### config.mk
export PLATFORM = sky130hd
export DESIGN_NAME = mult_drain_scheduler
export DESIGN_NICKNAME = d
export VERILOG_FILES = /design/src/rtl/mult_drain_scheduler.sv
export SDC_FILE = /design/constraint.sdc
export NUM_CORES = 1
export LEC_CHECK = 0
export ABC_CLOCK_PERIOD_IN_PS = 2700
export CORE_ASPECT_RATIO = 0.75
export CORE_MARGIN = 3
export CORE_UTILIZATION = 47
export CTS_CLUSTER_DIAMETER = 150
export DETAILED_ROUTE_END_ITERATION = 8
export HOLD_SLACK_MARGIN = 0.1
export PLACE_DENSITY = 0.8
export SLEW_MARGIN = 20
export SYNTH_ARGS = -nofsm -noshare
export SYNTH_HDL_FRONTEND = slang
export SYNTH_SLANG_ARGS = --single-unit
### constraint.sdc
create_clock -name clk -period 2.7 [get_ports clk]
set_input_delay 0.54 -clock clk [delete_from_list [all_inputs] [get_ports clk]]
set_output_delay 0.54 -clock clk [all_outputs]
set_load 0.005 [all_outputs]
### src/rtl/mult_drain_scheduler.sv
// Round-robin drain of per-channel product FIFOs into one registered product stream.
// Each job is bounded by a programmed product count and ends with a done pulse.
module mult_drain_scheduler #(
  parameter int channel_num = 4,
  parameter int val_bits    = 16,
  parameter int chan_bits   = 2,
  parameter int cnt_bits    = 16
) (
  input  logic                              clk,
  input  logic                              rst,
  input  logic                              start,
  input  logic [cnt_bits-1:0]               total_count,
  input  logic [val_bits*2*channel_num-1:0] mult,
  input  logic [channel_num-1:0]            mult_fifo_empty,
  output logic [channel_num-1:0]            mult_fifo_read,
  output logic [2*val_bits-1:0]             out_data,
  output logic [chan_bits-1:0]              out_chan,
  output logic                              out_valid,
  input  logic                              out_ready,
  output logic                              busy,
  output logic                              done
);

  localparam int prod_bits = 2 * val_bits;
  localparam logic [cnt_bits-1:0]  cnt_one = cnt_bits'(1);
  localparam logic [chan_bits-1:0] ptr_rst = chan_bits'(channel_num - 1);

  typedef enum logic [1:0] {IDLE, ARB, CAPTURE} state_t;
  state_t state, state_nxt;

  logic [prod_bits-1:0] mult_arr [channel_num];
  logic [chan_bits-1:0] rr_ptr;
  logic [chan_bits-1:0] cand;
  logic [chan_bits-1:0] gnt_p0;
  logic                 gnt_vld_p0;
  logic [chan_bits-1:0] gnt_p1;
  logic                 rd_en;
  logic                 xfer;
  logic                 last_xfer;
  logic [cnt_bits-1:0]  total;
  logic [cnt_bits-1:0]  issued;
  logic [cnt_bits-1:0]  accepted;

  for (genvar i = 0; i < channel_num; i++) begin : g_unpack
    assign mult_arr[i] = mult[i*prod_bits +: prod_bits];
  end

  assign xfer      = out_valid && out_ready;
  assign last_xfer = xfer && (accepted + cnt_one == total);

  // Search downward so the channel closest after rr_ptr is the last one written.
  always_comb begin
    gnt_vld_p0 = 1'b0;
    gnt_p0     = '0;
    cand       = '0;
    for (int k = channel_num; k >= 1; k--) begin
      cand = chan_bits'((int'(rr_ptr) + k) % channel_num);
      if (!mult_fifo_empty[cand]) begin
        gnt_vld_p0 = 1'b1;
        gnt_p0     = cand;
      end
    end
  end

  always_comb begin
    state_nxt      = state;
    rd_en          = 1'b0;
    mult_fifo_read = '0;
    case (state)
      IDLE: begin
        if (start && total_count != '0) state_nxt = ARB;
      end
      ARB: begin
        if (last_xfer) begin
          state_nxt = IDLE;
        end else if (issued < total && gnt_vld_p0 && (!out_valid || out_ready)) begin
          rd_en                  = 1'b1;
          mult_fifo_read[gnt_p0] = 1'b1;
          state_nxt              = CAPTURE;
        end
      end
      CAPTURE: state_nxt = ARB;
      default: state_nxt = IDLE;
    endcase
  end

  always_ff @(posedge clk or negedge rst) begin
    if (!rst) state <= IDLE;
    else      state <= state_nxt;
  end

  // Stage p0: grant/read issue.  Stage p1: FIFO dout valid, loaded into the output slot.
  always_ff @(posedge clk or negedge rst) begin
    if (!rst) begin
      rr_ptr    <= ptr_rst;
      gnt_p1    <= '0;
      total     <= '0;
      issued    <= '0;
      accepted  <= '0;
      out_data  <= '0;
      out_chan  <= '0;
      out_valid <= 1'b0;
      busy      <= 1'b0;
      done      <= 1'b0;
    end else begin
      done <= 1'b0;
      if (state == IDLE && start) begin
        if (total_count != '0) begin
          total    <= total_count;
          issued   <= '0;
          accepted <= '0;
          busy     <= 1'b1;
        end else begin
          done <= 1'b1;
        end
      end
      if (rd_en) begin
        rr_ptr <= gnt_p0;
        gnt_p1 <= gnt_p0;
        issued <= issued + cnt_one;
      end
      if (state == CAPTURE) begin
        out_data  <= mult_arr[gnt_p1];
        out_chan  <= gnt_p1;
        out_valid <= 1'b1;
      end else if (xfer) begin
        out_valid <= 1'b0;
      end
      if (xfer) accepted <= accepted + cnt_one;
      if (last_xfer) begin
        busy <= 1'b0;
        done <= 1'b1;
      end
    end
  end

endmodule

==> impl_metrics.csv, run 1 <==
group,metric,value,unit
run_status,status,"complete, but fails checks",
run_status,violations,"setup timing",
timing,fin_crit,3.06,ns
synth,synth_edf_count,0,
routing,totalWireLength,20.9,mm
synth,synth_top_cell_area_share,38.1,%
timing,finalWorstSetupSlack,-0.362,ns
timing,slew_viol_final,0,
floorplan,start_util,49.2,%
min_path,hp-class,"in2async",
final_layout,final_common_cell,"clkdlybuf4s50_1",
synth,syn_area_per_cell,10.6,µm²
synth,synthArstFlopShare,100,%
setup_path,max_stage_delay,0.43,ns
power_and_ir_drop,power-per-cell-area,865,nW/µm²
floorplan,rows,34,
synth,synth_warnings,0,
routing,wl_per_cell,20.7,µm
cts,cts_made_buffers,9,
floorplan,fp.coreArea,11900,µm²
setup_path,cp_top_family,"simple AND/OR/NAND/NOR gates",
setup_path,cp.arrival,2.52,ns
setup_path,critPathMaxFanout,5,
timing,fmax,327,MHz
cts,cts_tree,"done",
timing,worst_slew_pin_slew,0.779,ns
setup_path,crit_slowest_cell,"dfrtp_2",
grt,grt_pass1_wl,31.1,mm
synth,synthCells,553,
place,io_buffers,192,
routing,drc,0,
power_and_ir_drop,totalPowerFinal,0.00812,W
setup_path,worstSetupEndpointType,"output port",
grt,grt_pass1_vias,5852,
synth,netlist_area,5840,µm²
floorplan,die_h,103,µm
setup_path,crit_buf_inv,3,
place,place_ws,-0.537,ns
final_layout,final_area,9390,µm²
cts,cts_hold_buffers,0,
synth,seq_area_frac_synth,39.0,%
synth,yosys.area.top_type,"dfrtp_1",
final_layout,drive_gt1_share,33.5,%
final_layout,diodes,0,
timing,finalSetupTns,-1.20,ns
grt,grt-ovfl-total,0,
setup_path,required,2.16,ns
place,place_congestion,0.986,
routing,vias,5856,
job,cap_violations,0,
floorplan,die-width,135,µm
place,dp_hpwl,15.3,mm
synth,ys_ff_latch,91,
setup_path,critPathKind,"reg2out",
final_layout,areaGrowthSynthToFinish,60.7,%
final_layout,layout_common_cells,"clkdlybuf4s50_1 (187), buf_4 (120), dfrtp_1 (81)",
setup_path,crit_top_cell,"buf_6",
cts,cts_buffer_depth,2,
power_and_ir_drop,leakagePower,3.96,nW
cts,worstSkewPairLatency,0.35,ns
setup_path,start_kind,"flop",
routing,drt_iter0_markers,472,
timing,finalCritPeriodShare,113,%
timing,slew_headroom,48.0,%
grt,grt_use_total,29.4,%
setup_path,cp_cell_sequence,"nand4_4 > nor4_4 > nand3b_1 > a211oi_2 > nand4bb_1 > buf_6 > buf_6 > nand2_8 > nor3_2 > buf_2",
cts,cts_sinks,91,
synth,synth.area.top_cells,"dfrtp_1 (38%), mux4_2 (12%), mux2_2 (6.7%), o21ai_0 (4.2%), ha_1 (3.6%)",
grt,grt_max_degree,39,
place,dpl-instance-area,8590,µm²
power_and_ir_drop,vdd_drop_max,0.695,mV
synth,syn-num-nets,722,
synth,post_synth_num_cell_types,65,
floorplan,ios,193,
synth,ys.flop_type,"dfrtp_1",
timing,skew,0.00747,ns
timing,hold_violations,0,
routing,drtPass1Iterations,5,
final_layout,num-nets-final,1012,
routing,avgViaCountPerCell,5.80,
timing,finalSetupViolations,4,
cts,root_buffer,"clkbuf_16",
cts,h-tree-depth,3,
timing,rsz0062_at_grt,"yes",
routing,postRouteAntennaNets,0,
grt,grt_antenna_before_repair,0,
cts,worst_setup_hold_path_clk_slew,0.07,ns
floorplan,die_area,13800,µm²
==> cell families (layout without fill, tap and decap cells) <==
kind of cell	count (synthesis)	in the layout	synth area share [%]
and+or+nand+nor	171	171	16.6
AOI/OAI and AO/OA	119	119	13.0
DFF	91	91	39.0
muxes	71	71	19.8
buffers and inverters	61	356	4.58
xor gates and xnor gates	23	23	3.45
adders and majority gates	17	17	3.64
==> state kept, by name, indices dropped and copies added (netlist names), 2 cells and up <==
signal    count
issued       16
total        16
gnt_p1        2
accepted     16
out_chan      2
state         2
out_data     32
rr_ptr        2
==> routing by layer <==
metal	up-vias	wire, µm	part of all wire [%]	global-route usage [%]
li1	2653	-	-	-
met1	2895	8520	41	38.6
met2	265	10500	50	49.9
met3	43	1330	6.4	5.61
met4	0	548	2.6	9.62
met5	-	0	0	0
==> worst paths after layout <==
path                       cells past startpoint                      from                       end  slack, ns
setup / recovery                              10   accepted[6]$_DFFE_PN0P_         mult_fifo_read[1]      -0.36
hold / removal                                 1                       rst     gnt_p1[0]$_DFFE_PN0P_       0.15
setup reg to reg                              11   accepted[6]$_DFFE_PN0P_     issued[5]$_DFFE_PN0P_       0.05
hold reg to reg                                1  out_data[29]$_DFFE_PN0P_  out_data[29]$_DFFE_PN0P_       0.51
max in group asynchronous                      2                       rst   accepted[8]$_DFFE_PN0P_       1.85
min in group clk                               1  out_data[29]$_DFFE_PN0P_  out_data[29]$_DFFE_PN0P_       0.51
==> metrics by stage <==
step / hold slack (ns) / instances / utilization, %
global route: 0.190 / 1010 / 79.1
global placement: 0.484 / 974 / 72.3
floorplan: 0.244 / 553 / -
finish: 0.154 / 1010 / 79.1
detailed placement: 0.495 / 974 / 72.3
CTS: 0.171 / 1006 / 77.4
==> cells in the mapped netlist, types with 9 or more instances <==
library cell	count
o211ai_1	10
nor4_1	9
nand4_1	12
ha_1	17
nor2_1	21
mux2_2	35
clkbuf_1	20
mux4_2	32
inv_1	22
nor3_1	10
a21oi_1	14
dfrtp_1	89
xnor2_1	19
nand2_1	48
buf_2	9
o21ai_0	49
nand3_1	22
==> power by group <==
| part | switching (W) | internal [W] |
|---|---|---|
| clock | 0.000587 | 0.000734 |
| combinational | 0.00196 | 0.00258 |
| sequential | 0.000408 | 0.00186 |
| total | 0.00296 | 0.00517 |
==> layout make-up <==
| type | instances | area [µm²] |
|---|---|---|
| multi-input combinational | 401 | 3640 |
| inverter | 23 | 91.3 |
| fill | 698 | 2480 |
| tap | 162 | 203 |
| clock inverter | 7 | 83.8 |
| clock buffer | 9 | 225 |
| sequential | 91 | 2290 |
| timing repair buffer | 317 | 2860 |
==> timing repair <==
item,in CTS,in global routing
endpoints found under the setup margin,7,22
pin swaps,17,20
cloned,1,0
gates resized for setup,57,34
setup buffers,15,7
Power figures use the tool's default switching activity.
==> run 2: changes to the inputs <==
--- a/config.mk
+++ b/config.mk
@@ -10,6 +10,7 @@
 export CORE_MARGIN = 3
 export CORE_UTILIZATION = 47
 export CTS_CLUSTER_DIAMETER = 150
+export CTS_CLUSTER_SIZE = 30
 export DETAILED_ROUTE_END_ITERATION = 8
 export HOLD_SLACK_MARGIN = 0.1
 export PLACE_DENSITY = 0.8
==> results of run 2 <==
Final layout, timing and power as in run 1 (identical DEF).
